File: src/rtl/ps2_mouse_rx.sv
// PS/2 mouse receiver: conditions the raw lines, deframes bytes, assembles 3-byte packets and
// accumulates clamped screen coordinates. Define PS2_SENS_DIV_EN to halve motion sensitivity.
module ps2_mouse_rx #(
    parameter int FILTER_LEN     = 8,
    parameter int TIMEOUT_CYCLES = 50000,
    parameter int X_MIN          = 5,
    parameter int X_MAX          = 639,
    parameter int Y_MIN          = 5,
    parameter int Y_MAX          = 479,
    parameter int X_RESET        = 360,
    parameter int Y_RESET        = 200
) (
    input  logic       clk_in,
    input  logic       rst_in_n,
    input  logic       ps2_clk,
    input  logic       ps2_data,
    output logic [9:0] x_pos,
    output logic [9:0] y_pos,
    output logic       btn_left,
    output logic       btn_right,
    output logic       btn_middle,
    output logic       packet_valid,
    output logic       frame_err
);
    localparam int FCNT_W = $clog2(FILTER_LEN) + 1;
    localparam int TMO_W  = $clog2(TIMEOUT_CYCLES + 1) + 1;
    localparam logic signed [10:0] X_MIN_S = 11'(X_MIN);
    localparam logic signed [10:0] X_MAX_S = 11'(X_MAX);
    localparam logic signed [10:0] Y_MIN_S = 11'(Y_MIN);
    localparam logic signed [10:0] Y_MAX_S = 11'(Y_MAX);

    typedef enum logic [1:0] {S_IDLE, S_DATA, S_PARITY, S_STOP} state_t;

    logic [1:0] line_raw;
    logic [1:0] line_filt;
    assign line_raw = {ps2_data, ps2_clk};

    // Index 0 is the PS/2 clock, index 1 the data line; both see identical latency.
    genvar gi;
    generate
        for (gi = 0; gi < 2; gi++) begin : g_line
            logic [1:0]        sync_q, sync_d;
            logic              filt_q, filt_d;
            logic [FCNT_W-1:0] cnt_q, cnt_d;

            always_comb begin
                sync_d = {sync_q[0], line_raw[gi]};
                filt_d = filt_q;
                cnt_d  = '0;
                if (sync_q[1] != filt_q) begin
                    if (cnt_q == FCNT_W'(FILTER_LEN - 1)) filt_d = sync_q[1];
                    else                                  cnt_d  = cnt_q + FCNT_W'(1);
                end
            end

            always_ff @(posedge clk_in) begin
                if (!rst_in_n) begin
                    sync_q <= 2'b11;
                    filt_q <= 1'b1;
                    cnt_q  <= '0;
                end else begin
                    sync_q <= sync_d;
                    filt_q <= filt_d;
                    cnt_q  <= cnt_d;
                end
            end

            assign line_filt[gi] = filt_q;
        end
    endgenerate

    state_t           state_q, state_d;
    logic             clk_prev_q, clk_prev_d;
    logic [2:0]       bit_cnt_q, bit_cnt_d;
    logic [7:0]       shift_q, shift_d;
    logic             par_ok_q, par_ok_d;
    logic [TMO_W-1:0] tmo_q, tmo_d;
    logic [1:0]       byte_idx_q, byte_idx_d;
    logic [6:0]       hdr_q, hdr_d;      // {Yovf, Xovf, Ys, Xs, M, R, L}
    logic [7:0]       xbyte_q, xbyte_d;
    logic [9:0]       x_pos_q, x_pos_d, y_pos_q, y_pos_d;
    logic [2:0]       btn_q, btn_d;
    logic             packet_valid_q, packet_valid_d;
    logic             frame_err_q, frame_err_d;

    logic             strobe, din, byte_done;
    logic signed [8:0]  dx, dy;
    logic signed [10:0] nx, ny;
    logic [9:0]         x_new, y_new;

    assign clk_prev_d = line_filt[0];
    assign strobe     = clk_prev_q & ~line_filt[0];
    assign din        = line_filt[1];

    // The Y byte is still in the shift register when the third byte completes.
    always_comb begin
        dx = hdr_q[5] ? 9'sd0 : $signed({hdr_q[3], xbyte_q});
        dy = hdr_q[6] ? 9'sd0 : $signed({hdr_q[4], shift_q});
`ifdef PS2_SENS_DIV_EN
        dx = dx >>> 1;
        dy = dy >>> 1;
`endif
        nx = $signed({1'b0, x_pos_q}) + $signed({{2{dx[8]}}, dx});
        ny = $signed({1'b0, y_pos_q}) - $signed({{2{dy[8]}}, dy});
        x_new = (nx < X_MIN_S) ? 10'(X_MIN) : (nx > X_MAX_S) ? 10'(X_MAX) : nx[9:0];
        y_new = (ny < Y_MIN_S) ? 10'(Y_MIN) : (ny > Y_MAX_S) ? 10'(Y_MAX) : ny[9:0];
    end

    always_comb begin
        state_d        = state_q;
        bit_cnt_d      = bit_cnt_q;
        shift_d        = shift_q;
        par_ok_d       = par_ok_q;
        tmo_d          = '0;
        byte_idx_d     = byte_idx_q;
        hdr_d          = hdr_q;
        xbyte_d        = xbyte_q;
        x_pos_d        = x_pos_q;
        y_pos_d        = y_pos_q;
        btn_d          = btn_q;
        packet_valid_d = 1'b0;
        frame_err_d    = 1'b0;
        byte_done      = 1'b0;

        if (state_q != S_IDLE && !strobe) begin
            if (tmo_q >= TMO_W'(TIMEOUT_CYCLES)) begin
                frame_err_d = 1'b1;
                state_d     = S_IDLE;
                byte_idx_d  = 2'd0;
            end else begin
                tmo_d = tmo_q + TMO_W'(1);
            end
        end

        if (strobe) begin
            case (state_q)
                S_IDLE: begin
                    if (!din) begin
                        state_d   = S_DATA;
                        bit_cnt_d = 3'd0;
                    end else begin
                        frame_err_d = 1'b1;
                    end
                end
                S_DATA: begin
                    shift_d   = {din, shift_q[7:1]};
                    bit_cnt_d = bit_cnt_q + 3'd1;
                    if (bit_cnt_q == 3'd7) state_d = S_PARITY;
                end
                S_PARITY: begin
                    par_ok_d = ^{shift_q, din};
                    state_d  = S_STOP;
                end
                default: begin
                    state_d = S_IDLE;
                    if (din && par_ok_q) begin
                        byte_done = 1'b1;
                    end else begin
                        frame_err_d = 1'b1;
                        byte_idx_d  = 2'd0;
                    end
                end
            endcase
        end

        if (byte_done) begin
            case (byte_idx_q)
                2'd0: begin
                    if (shift_q[3]) begin
                        hdr_d      = {shift_q[7:4], shift_q[2:0]};
                        byte_idx_d = 2'd1;
                    end else begin
                        frame_err_d = 1'b1;
                    end
                end
                2'd1: begin
                    xbyte_d    = shift_q;
                    byte_idx_d = 2'd2;
                end
                default: begin
                    x_pos_d        = x_new;
                    y_pos_d        = y_new;
                    btn_d          = hdr_q[2:0];
                    packet_valid_d = 1'b1;
                    byte_idx_d     = 2'd0;
                end
            endcase
        end
    end

    always_ff @(posedge clk_in) begin
        if (!rst_in_n) begin
            state_q        <= S_IDLE;
            clk_prev_q     <= 1'b1;
            bit_cnt_q      <= 3'd0;
            shift_q        <= 8'd0;
            par_ok_q       <= 1'b0;
            tmo_q          <= '0;
            byte_idx_q     <= 2'd0;
            hdr_q          <= 7'd0;
            xbyte_q        <= 8'd0;
            x_pos_q        <= 10'(X_RESET);
            y_pos_q        <= 10'(Y_RESET);
            btn_q          <= 3'd0;
            packet_valid_q <= 1'b0;
            frame_err_q    <= 1'b0;
        end else begin
            state_q        <= state_d;
            clk_prev_q     <= clk_prev_d;
            bit_cnt_q      <= bit_cnt_d;
            shift_q        <= shift_d;
            par_ok_q       <= par_ok_d;
            tmo_q          <= tmo_d;
            byte_idx_q     <= byte_idx_d;
            hdr_q          <= hdr_d;
            xbyte_q        <= xbyte_d;
            x_pos_q        <= x_pos_d;
            y_pos_q        <= y_pos_d;
            btn_q          <= btn_d;
            packet_valid_q <= packet_valid_d;
            frame_err_q    <= frame_err_d;
        end
    end

    assign x_pos        = x_pos_q;
    assign y_pos        = y_pos_q;
    assign btn_left     = btn_q[0];
    assign btn_right    = btn_q[1];
    assign btn_middle   = btn_q[2];
    assign packet_valid = packet_valid_q;
    assign frame_err    = frame_err_q;
endmodule

File: config.mk
export PLATFORM = sky130hd
export DESIGN_NAME = ps2_mouse_rx
export DESIGN_NICKNAME = d
export VERILOG_FILES = /design/src/rtl/ps2_mouse_rx.sv
export SDC_FILE = /design/constraint.sdc
export NUM_CORES = 1
export LEC_CHECK = 0
export CORE_AREA = 2 2 103 105
export CTS_CLUSTER_SIZE = 12
export DETAILED_ROUTE_END_ITERATION = 10
export DIE_AREA = 0 0 105 107
export GPL_ROUTABILITY_DRIVEN = 0
export PLACE_DENSITY = 0.7
export RECOVER_POWER = 25
export SETUP_SLACK_MARGIN = 0.3
export SLEW_MARGIN = 30
export SYNTH_ARGS = -nofsm -noshare
export SYNTH_HDL_FRONTEND = slang
export SYNTH_SLANG_ARGS = --single-unit
File: constraint.sdc
create_clock -name clk_in -period 2.85 [get_ports clk_in]
set_input_delay 0.57 -clock clk_in [delete_from_list [all_inputs] [get_ports clk_in]]
set_output_delay 0.57 -clock clk_in [all_outputs]
set_load 0.03 [all_outputs]
# Word-level counts from Yosys, hierarchy flattened
# Index checks and enable logic that the tools add are counted.
# totals
output_inout_bits	25
regBits	88
wordCells	105
# op_classes
muxes	35
reduce_logical	23
n_eq_ne	9
add_sub_neg	6
bitwise_logic	7
order_cmp	5
# ops
operator	n
$mux W10	4
$mux W2	12
$lt A11 B4 Y1 const B	2
$mux W9	2
$add A17 B1 Y17 const B	1
$ge A17 B16 Y1 const B	1
$reduce_and A2 Y1	7
$mux W1	12
$reduce_or A3 Y1	4
$add A11 B9 Y11	1
$gt A11 B10 Y1 const B	1
$gt A11 B11 Y1 const B	1
$sub A11 B9 Y11	1
$reduce_xor A9 Y1	1
$add A4 B1 Y4 const B	2
$eq A4 B3 Y1 const B	2
$not A1 Y1	6
$pmux W2 S3	1
$pmux W3 S2	1
$reduce_and A3 Y1	2
$eq A2 B1 Y1 const B	2
$logic_not A2 Y1	2
$pmux W2 S2	1
$reduce_bool A2 Y1	2
other kinds (11)	14

# Logic depth before layout (Yosys ltp)
# Gate-level depths: netlist (run 1).
# logic_depth
word_depth	11
mapped_depth	12
ltp_nobuf	11

# Worst setup path before layout (run 1)
# Ideal clock, no wire load.
# synth_path
path_type	register to register
startpoint	register y_pos_q[0], in the netlist y_pos[0]
endpoint	register y_pos_q[5], in the netlist y_pos[5]
setup_slack_ns	0.001
stages_incl_launch_ff	11
setup_ns	0.070
path_buffers	0
period_less_slack_ns	2.849
arrival_time_ns	2.778
required_ns	2.780
cell_sequence	dfxtp_1 > inv_1 > ha_1 > fa_1 > nand3b_1 > a21oi_1 > nor2_1 > a211oi_1 > xnor2_1 > or4b_1 > a21oi_1
# synth_via
elab_chain_len	4
# synth_lines
element	line	source
from (decl)	81	logic [9:0] x_pos_q, x_pos_d, y_pos_q, y_pos_d;
from (signal assigned)	203	y_pos_q <= 10'(Y_RESET);
from (signal assigned)	218	y_pos_q <= y_pos_d;
$sub A11 B9 Y11 (*)	104	ny = $signed({1'b0, y_pos_q}) - $signed({{2{dy[8]}}, dy});
$gt A11 B10 Y1	106	y_new = (ny < Y_MIN_S) ? 10'(Y_MIN) : (ny > Y_MAX_S) ? 10'(Y_MAX) : ny[9:0];
$mux W10	106	
$mux W10 (*)	106	
# Every way passes the cells marked *; elsewhere a longest branch is shown, timed or not.
# A chain may end at the register's enable or synchronous reset.

# Final worst setup path (run 1)
# layout_path
startpoint	register xbyte_q[0]
endpoint	register x_pos_q[7], in the netlist x_pos[7]
# layout_via
elab_chain_len	5
# layout_lines
element	line	source
from (decl)	80	logic [7:0] xbyte_q, xbyte_d;
from (signal assigned)	216	xbyte_q <= xbyte_d;
$mux W9 (*)	97	dx = hdr_q[5] ? 9'sd0 : $signed({hdr_q[3], xbyte_q});
$add A11 B9 Y11 (*)	103	nx = $signed({1'b0, x_pos_q}) + $signed({{2{dx[8]}}, dx});
$gt A11 B11 Y1	105	x_new = (nx < X_MIN_S) ? 10'(X_MIN) : (nx > X_MAX_S) ? 10'(X_MAX) : nx[9:0];
$mux W10	105	
$mux W10 (*)	105	
to (signal assigned)	202	x_pos_q <= 10'(X_RESET);
to (signal assigned)	217	x_pos_q <= x_pos_d;
to (decl)	81	
# Marked as above.

==> flow_summary.ini, run 1 <==
[run_status]
status = finished clean

[pwr]
p_leak_nw = 2.382
sw_frac_of_total_pct = 23.08
p_switching_uw = 485.2
seqPwrFrac_pct = 58.7
cell_internal_pwr_mw = 1.617
ir_drop_mv = 0.2167
comb_power_share_pct = 2.3
cellPowerDensity_nw_per_um2 = 326.2
p_clk_share_pct = 39.0

[timing]
fmax_ghz = 0.3654
tightestPinTransition_ns = 0.9102
period_minus_slack_ns = 2.737
slew_viol_final = 0
final-setup-viol-count = 0
fin_tns_setup_ns = 0
hold_viol_final = 0
rsz0062_at_grt = true
period_share_pct = 96.04
setup_slack_ns = 0.1130
maxSlewHeadroom_pct = 39.32
fin_skew_ns = 0.009520

[grt]
grt_pass1_wl_um = 19360
track_usage_pct = 20.89
antenna_found_initial = 0
first_global_vias = 4344
grt_max_degree = 43
overflow = 0

[drt]
wirelength_um = 12280
vias = 4361
drt-initial-drc-count = 301
antenna_left = 0
avgViaCountPerCell = 5.577
wire_per_inst_um = 15.71
drc = 0
first_pass_iters = 5

[layout]
stdcell_area_um2 = 6446
final_common_cell = dfxtp_1
areaGrowthSynthToFinish_pct = 30.10
layout_common_cells = dfxtp_1, nor2_1, nand2_1, buf_4, a21oi_1
insertedDiodeCount = 0
finalNetCount = 679
fin_cells = 782
drive_gt1_share_pct = 25.08

[worst_setup_path]
cp_num_buf_inv = 1
crit_chain = nor2b_4, ha_4, inv_2, fa_2, nor2b_4, o211ai_4, o2bb2ai_2, xor2_2, nand4_1, o311a_1, a41o_1
crit_path_frequent_cell = nor2b_4
crit_path_end_kind = flip-flop
crit_path_start_kind = flip-flop
reg2reg_slack_ns = 0.11
r2r-start = xbyte_q[0]$_SDFFE_PN0P_
required_ns = 3.10
critPathArrivalTime_ns = 2.99
critPathTopFamily = compound AO/OA/AOI/OAI gates
startpoint = xbyte_q[0]$_SDFFE_PN0P_
path_class = flip-flop to flip-flop
critPathSlowestCell = o311a_1
critPathMaxFanout = 4
cpPeakStageDelay_ns = 0.44

[logic_synthesis]
ys_seq_area_share_pct = 35.56
syn_avg_cell_area_um2 = 8.513
ys.warnings.count = 0
yosysUniqueCellTypes = 70
syn-num-nets = 620
synthFlopType = dfxtp_1
synth-async-reset-ratio_pct = 0
netlist_instances = 582
netlist_area_um2 = 4955
synth_edf_count = 0
ys_ff_latch = 88

[die]
initial_utilization_pct = 49.09
coreArea_um2 = 10090
ioPinCount = 29
fp.dieW_um = 105
die_area_um2 = 11240
row_count = 37
dieHeight_um = 107

[clock_tree]
htree_levels = 3
postCtsHoldBufs = 0
clock_sinks = 88
worstSkewPairLatency_ns = 0.36
cts_root_buf = clkbuf_8
clk_pin_slew_ns = 0.08
clockBufferDepth = 2
cts_tree = yes
numCtsBuffers = 9

[flow_run]
max-cap-violations = 0

[hold_path]
hp-start = g_line[1].sync_q[0]$_SDFF_PN1_
hold_class = flip-flop to flip-flop

[placement]
place_hpwl_um = 7987
dpl_worst_slack_ns = 0.03041
place_area_um2 = 5492
portBuffers = 28
dp.cells = 739
timing repair:
item / 4_1_cts / 5_1_grt
endpoints found under the setup margin: 18 / 18
setup buffers: 17 / 10
pin swaps: 23 / 26
gates resized for setup: 35 / 72
cells in the mapped netlist (13+ instances only):
| cell type | number | share of area, % |
|---|---|---|
| dfxtp_1 | 88 | 36 |
| clkbuf_1 | 17 | 1.3 |
| mux2i_1 | 19 | 3.8 |
| xnor2_1 | 24 | 4.2 |
| nand2_1 | 55 | 4.2 |
| nand3_1 | 25 | 2.5 |
| nand2b_1 | 16 | 2.0 |
| nor2b_1 | 13 | 1.6 |
| ha_1 | 32 | 8.1 |
| nor3_1 | 14 | 1.4 |
| nor2_1 | 71 | 5.4 |
| xor2_1 | 18 | 3.2 |
| inv_1 | 20 | 1.5 |
| a21oi_1 | 40 | 4.0 |
| o21ai_0 | 14 | 1.4 |
power groups by stage:
| stage | combinational (mW) | sequential, mW | clock, mW |
|---|---|---|---|
| after floorplan | 0.0328 | 1.27 | 0 |
| after global placement | 0.0467 | 1.27 | 0 |
| after detailed placement | 0.0469 | 1.27 | 0 |
| after CTS | 0.0477 | 1.24 | 0.835 |
| after global routing | 0.0537 | 1.24 | 0.888 |
| final | 0.0476 | 1.23 | 0.820 |
final timing paths:
kind                                    end  depth (start not counted)
min          g_line[1].sync_q[1]$_SDFF_PN1_                          1
max reg2reg           x_pos[7]$_SDFFE_PN0P_                         11
max                   x_pos[7]$_SDFFE_PN0P_                         11
min reg2reg  g_line[1].sync_q[1]$_SDFF_PN1_                          1
layer usage:
| metal | GRT usage [%] | vias to the layer above | share of wire, % |
|---|---|---|---|
| met2 | 36.50 | 107 | 50 |
| met1 | 25.56 | 2075 | 44 |
| li1 | - | 2156 | - |
| met5 | 0 | - | 0 |
| met3 | 4.012 | 23 | 4.8 |
| met4 | 7.714 | 0 | 1.7 |
per-stage QoR:
step | util (%) | total power, mW | hold slack, ns
4_1_cts | 59.55 | 2.118 | 0.4232
5_1_grt | 63.87 | 2.178 | 0.4380
3_5_place_dp | 54.41 | 1.313 | 0.4027
2_1_floorplan | - | 1.299 | 0.3863
6_report | 63.87 | 2.102 | 0.4146
3_3_place_gp | 54.41 | 1.312 | 0.3968
cell type report:
class / instances / area, um2
multi-input combinational: 448 / 3591
sequential: 88 / 1778
timing repair buffer: 73 / 640.6
clock inverter: 5 / 36.28
clock buffer: 11 / 151.4
fill: 831 / 3646
tap: 136 / 170.2
inverter: 21 / 78.83
cells by family (layout without fill, tap and decap cells):
kind of cell | after synthesis | in the layout | share of synthesized area (%)
adder cells (fa/ha/maj) | 34 | 34 | 8.889
flip-flops | 88 | 88 | 35.56
buffers and inverters | 46 | 110 | 4.015
multiplexers | 20 | 20 | 4.116
XOR/XNOR | 42 | 42 | 7.424
AO/OA/AOI/OAI | 122 | 122 | 17.65
other | 1 | 1 | 0.07568
AND/OR/NAND/NOR | 229 | 229 | 22.27
flip-flops by register name, indices dropped and copies added, names as in the netlist:
| signal | count |
|---|---|
| bit_cnt_q | 3 |
| x_pos | 10 |
| din | 1 |
| xbyte_q | 8 |
| par_ok_q | 1 |
| g_line.sync_q | 4 |
| frame_err | 1 |
| g_line.cnt_q | 8 |
| y_pos | 10 |
| btn_q | 3 |
| state_q | 2 |
| clk_prev_q | 1 |
| clk_prev_d | 1 |
| byte_idx_q | 2 |
| shift_q | 8 |
| hdr_q | 7 |
| packet_valid | 1 |
| tmo_q | 17 |
(Power assumes the default switching activity.)
==> inputs of run 2 (changes only) <==
--- a/config.mk
+++ b/config.mk
@@ -5,10 +5,11 @@
 export SDC_FILE = /design/constraint.sdc
 export NUM_CORES = 1
 export LEC_CHECK = 0
-export CORE_AREA = 2 2 103 105
+export CORE_AREA = 3 3 104 106
+export CTS_BUF_LIST = sky130_fd_sc_hd__clkbuf_16
 export CTS_CLUSTER_SIZE = 12
 export DETAILED_ROUTE_END_ITERATION = 10
-export DIE_AREA = 0 0 105 107
+export DIE_AREA = 0 0 107 109
 export GPL_ROUTABILITY_DRIVEN = 0
 export PLACE_DENSITY = 0.7
 export RECOVER_POWER = 25
==> run 2 against run 1 <==
Compared with the run above: final area rose by 0.64%; first-iteration DRC count rose by 3.0%; worst hold slack got worse by 0.0047 ns; flip-flop and latch count did not move; critical path type unchanged; register-to-register slack barely moved; power rose by 16%; clock power rose by 41%; largest power group unchanged; routed wire length rose by 3.2%; critical endpoint is now x_pos[6]$_SDFFE_PN1P_.
==> flow_summary.ini, run 2 (same netlist as run 1, synthesis figures left out) <==
[timing]
fmax_ghz = 0.3644
maxSlewHeadroom_pct = 34.34
tightestPinTransition_ns = 0.9849
final-setup-viol-count = 0
whs_ns = 0.4099
period_share_pct = 96.29
fin_tns_setup_ns = 0
hold_viol_final = 0
fin_skew_ns = 0.009341
rsz0062_at_grt = true
period_minus_slack_ns = 2.744
slew_viol_final = 0

[drt]
vias = 4369
first_pass_iters = 5
antenna_left = 0
drc = 0
wire_per_inst_um = 16.29
drt-initial-drc-count = 310
avgViaCountPerCell = 5.616
wirelength_um = 12670

[worst_setup_path]
path_class = flip-flop to flip-flop
required_ns = 3.06
critPathArrivalTime_ns = 2.95
critPathSlowestCell = o41ai_4
critPathMaxFanout = 6
cpPeakStageDelay_ns = 0.39
crit_path_end_kind = flip-flop
crit_path_start_kind = flip-flop
crit_path_frequent_cell = buf_4
crit_chain = buf_6, nor2b_1, ha_2, nor2b_4, o211ai_4, buf_4, a21oi_2, o41ai_4, mux2i_4, buf_4, a21boi_1, o211ai_1

[die]
fp.dieW_um = 107
coreArea_um2 = 9864
initial_utilization_pct = 50.23
ioPinCount = 29
dieHeight_um = 109
row_count = 36
die_area_um2 = 11660

[clock_tree]
cts_root_buf = clkbuf_16
htree_levels = 3
numCtsBuffers = 9
clock_sinks = 88
clockBufferDepth = 2
cts_tree = yes
worstSkewPairLatency_ns = 0.34
clk_pin_slew_ns = 0.07
postCtsHoldBufs = 0

[layout]
final_common_cell = dfxtp_1
finalNetCount = 679
drive_gt1_share_pct = 24.34
areaGrowthSynthToFinish_pct = 30.93
insertedDiodeCount = 0
layout_common_cells = dfxtp_1, nor2_1, nand2_1, buf_4, a21oi_1
largest_reg_flops = 17
regMostFlops = tmo_q
stdcell_area_um2 = 6487

[placement]
place_hpwl_um = 8032
portBuffers = 28
place_area_um2 = 5488

[grt]
overflow = 0
grt_pass1_wl_um = 20170
first_global_vias = 4261
antenna_found_initial = 0
track_usage_pct = 21.58
grt_max_degree = 43

[flow_run]
max-cap-violations = 0

[pwr]
ir_drop_mv = 0.2881
cellPowerDensity_nw_per_um2 = 376.0
p_leak_nw = 2.404
total_power_mw = 2.439

[hold_path]
hold_class = flip-flop to flip-flop

[run_status]
status = finished clean
## run 2: metrics by stage
stage / setup slack (ns) / std cells / util, %
global route: 0.02884 / 778 / 65.77
finish: 0.1057 / 778 / 65.77
detailed placement: 0.04320 / 736 / 55.63
floorplan: 0.2527 / 582 / -
CTS: 0.1878 / 768 / 62.44
global placement: 0.06116 / 736 / 55.63
## run 2: path summary, 6_finish.rpt
kind | start | endpoint | slack, ns | cells past startpoint
max | hdr_q[5]$_SDFFE_PN0P_ | x_pos[6]$_SDFFE_PN1P_ | 0.11 | 12
min | g_line[0].sync_q[0]$_SDFF_PN1_ | g_line[0].sync_q[1]$_SDFF_PN1_ | 0.41 | 1
max reg2reg | hdr_q[5]$_SDFFE_PN0P_ | x_pos[6]$_SDFFE_PN1P_ | 0.11 | 12
min reg2reg | g_line[0].sync_q[0]$_SDFF_PN1_ | g_line[0].sync_q[1]$_SDFF_PN1_ | 0.41 | 1
## run 2: power breakdown
group / internal (mW) / total, mW / leakage (nW) / switching, mW
Clock: 0.673 / 1.16 / 0.147 / 0.483
Sequential: 1.23 / 1.24 / 0.716 / 0.00354
Combinational: 0.0159 / 0.0479 / 1.54 / 0.0319
Total: 1.92 / 2.44 / 2.40 / 0.518
## run 2: layout make-up
| class | count | area (um2) |
|---|---|---|
| fill | 764 | 3377 |
| clock inverter | 6 | 61.31 |
| sequential | 88 | 1779 |
| multi-input combinational | 448 | 3553 |
| clock buffer | 9 | 225.2 |
| tap | 133 | 166.4 |
| inverter | 21 | 81.33 |
| timing repair buffer | 73 | 620.6 |
## run 2: layer usage
layer | GRT usage, % | vias to the layer above | wire [um]
met2 | 35.66 | 111 | 6328
met3 | 3.848 | 28 | 536
met1 | 27.62 | 2077 | 5439
met4 | 9.772 | 0 | 365
li1 | - | 2153 | -
met5 | 0 | - | 0
## run 2: critical path: cells and delay by family, from the launching register on
family,cells,cell delay [ns]
flip-flops,1,0.37
multiplexers,1,0.13
AND/OR/NAND/NOR,2,0.27
buffers and inverters,3,0.47
AO/OA/AOI/OAI,5,1.06
adder cells (fa/ha/maj),1,0.31
## run 2: repair_timing
item	CTS	global route
endpoints found under the setup margin	18	19
pin swaps	35	27
setup buffers	17	10
resized for setup	51	48
gates cloned	0	0
==> inputs of run 3 (changes only) <==
--- a/config.mk
+++ b/config.mk
@@ -7,7 +7,6 @@
 export LEC_CHECK = 0
 export CORE_AREA = 3 3 104 106
 export CTS_BUF_LIST = sky130_fd_sc_hd__clkbuf_16
-export CTS_CLUSTER_SIZE = 12
 export DETAILED_ROUTE_END_ITERATION = 10
 export DIE_AREA = 0 0 107 109
 export GPL_ROUTABILITY_DRIVEN = 0
==> results of run 3 <==
Same layout as run 2: the final DEF is identical, and so are final timing and power.
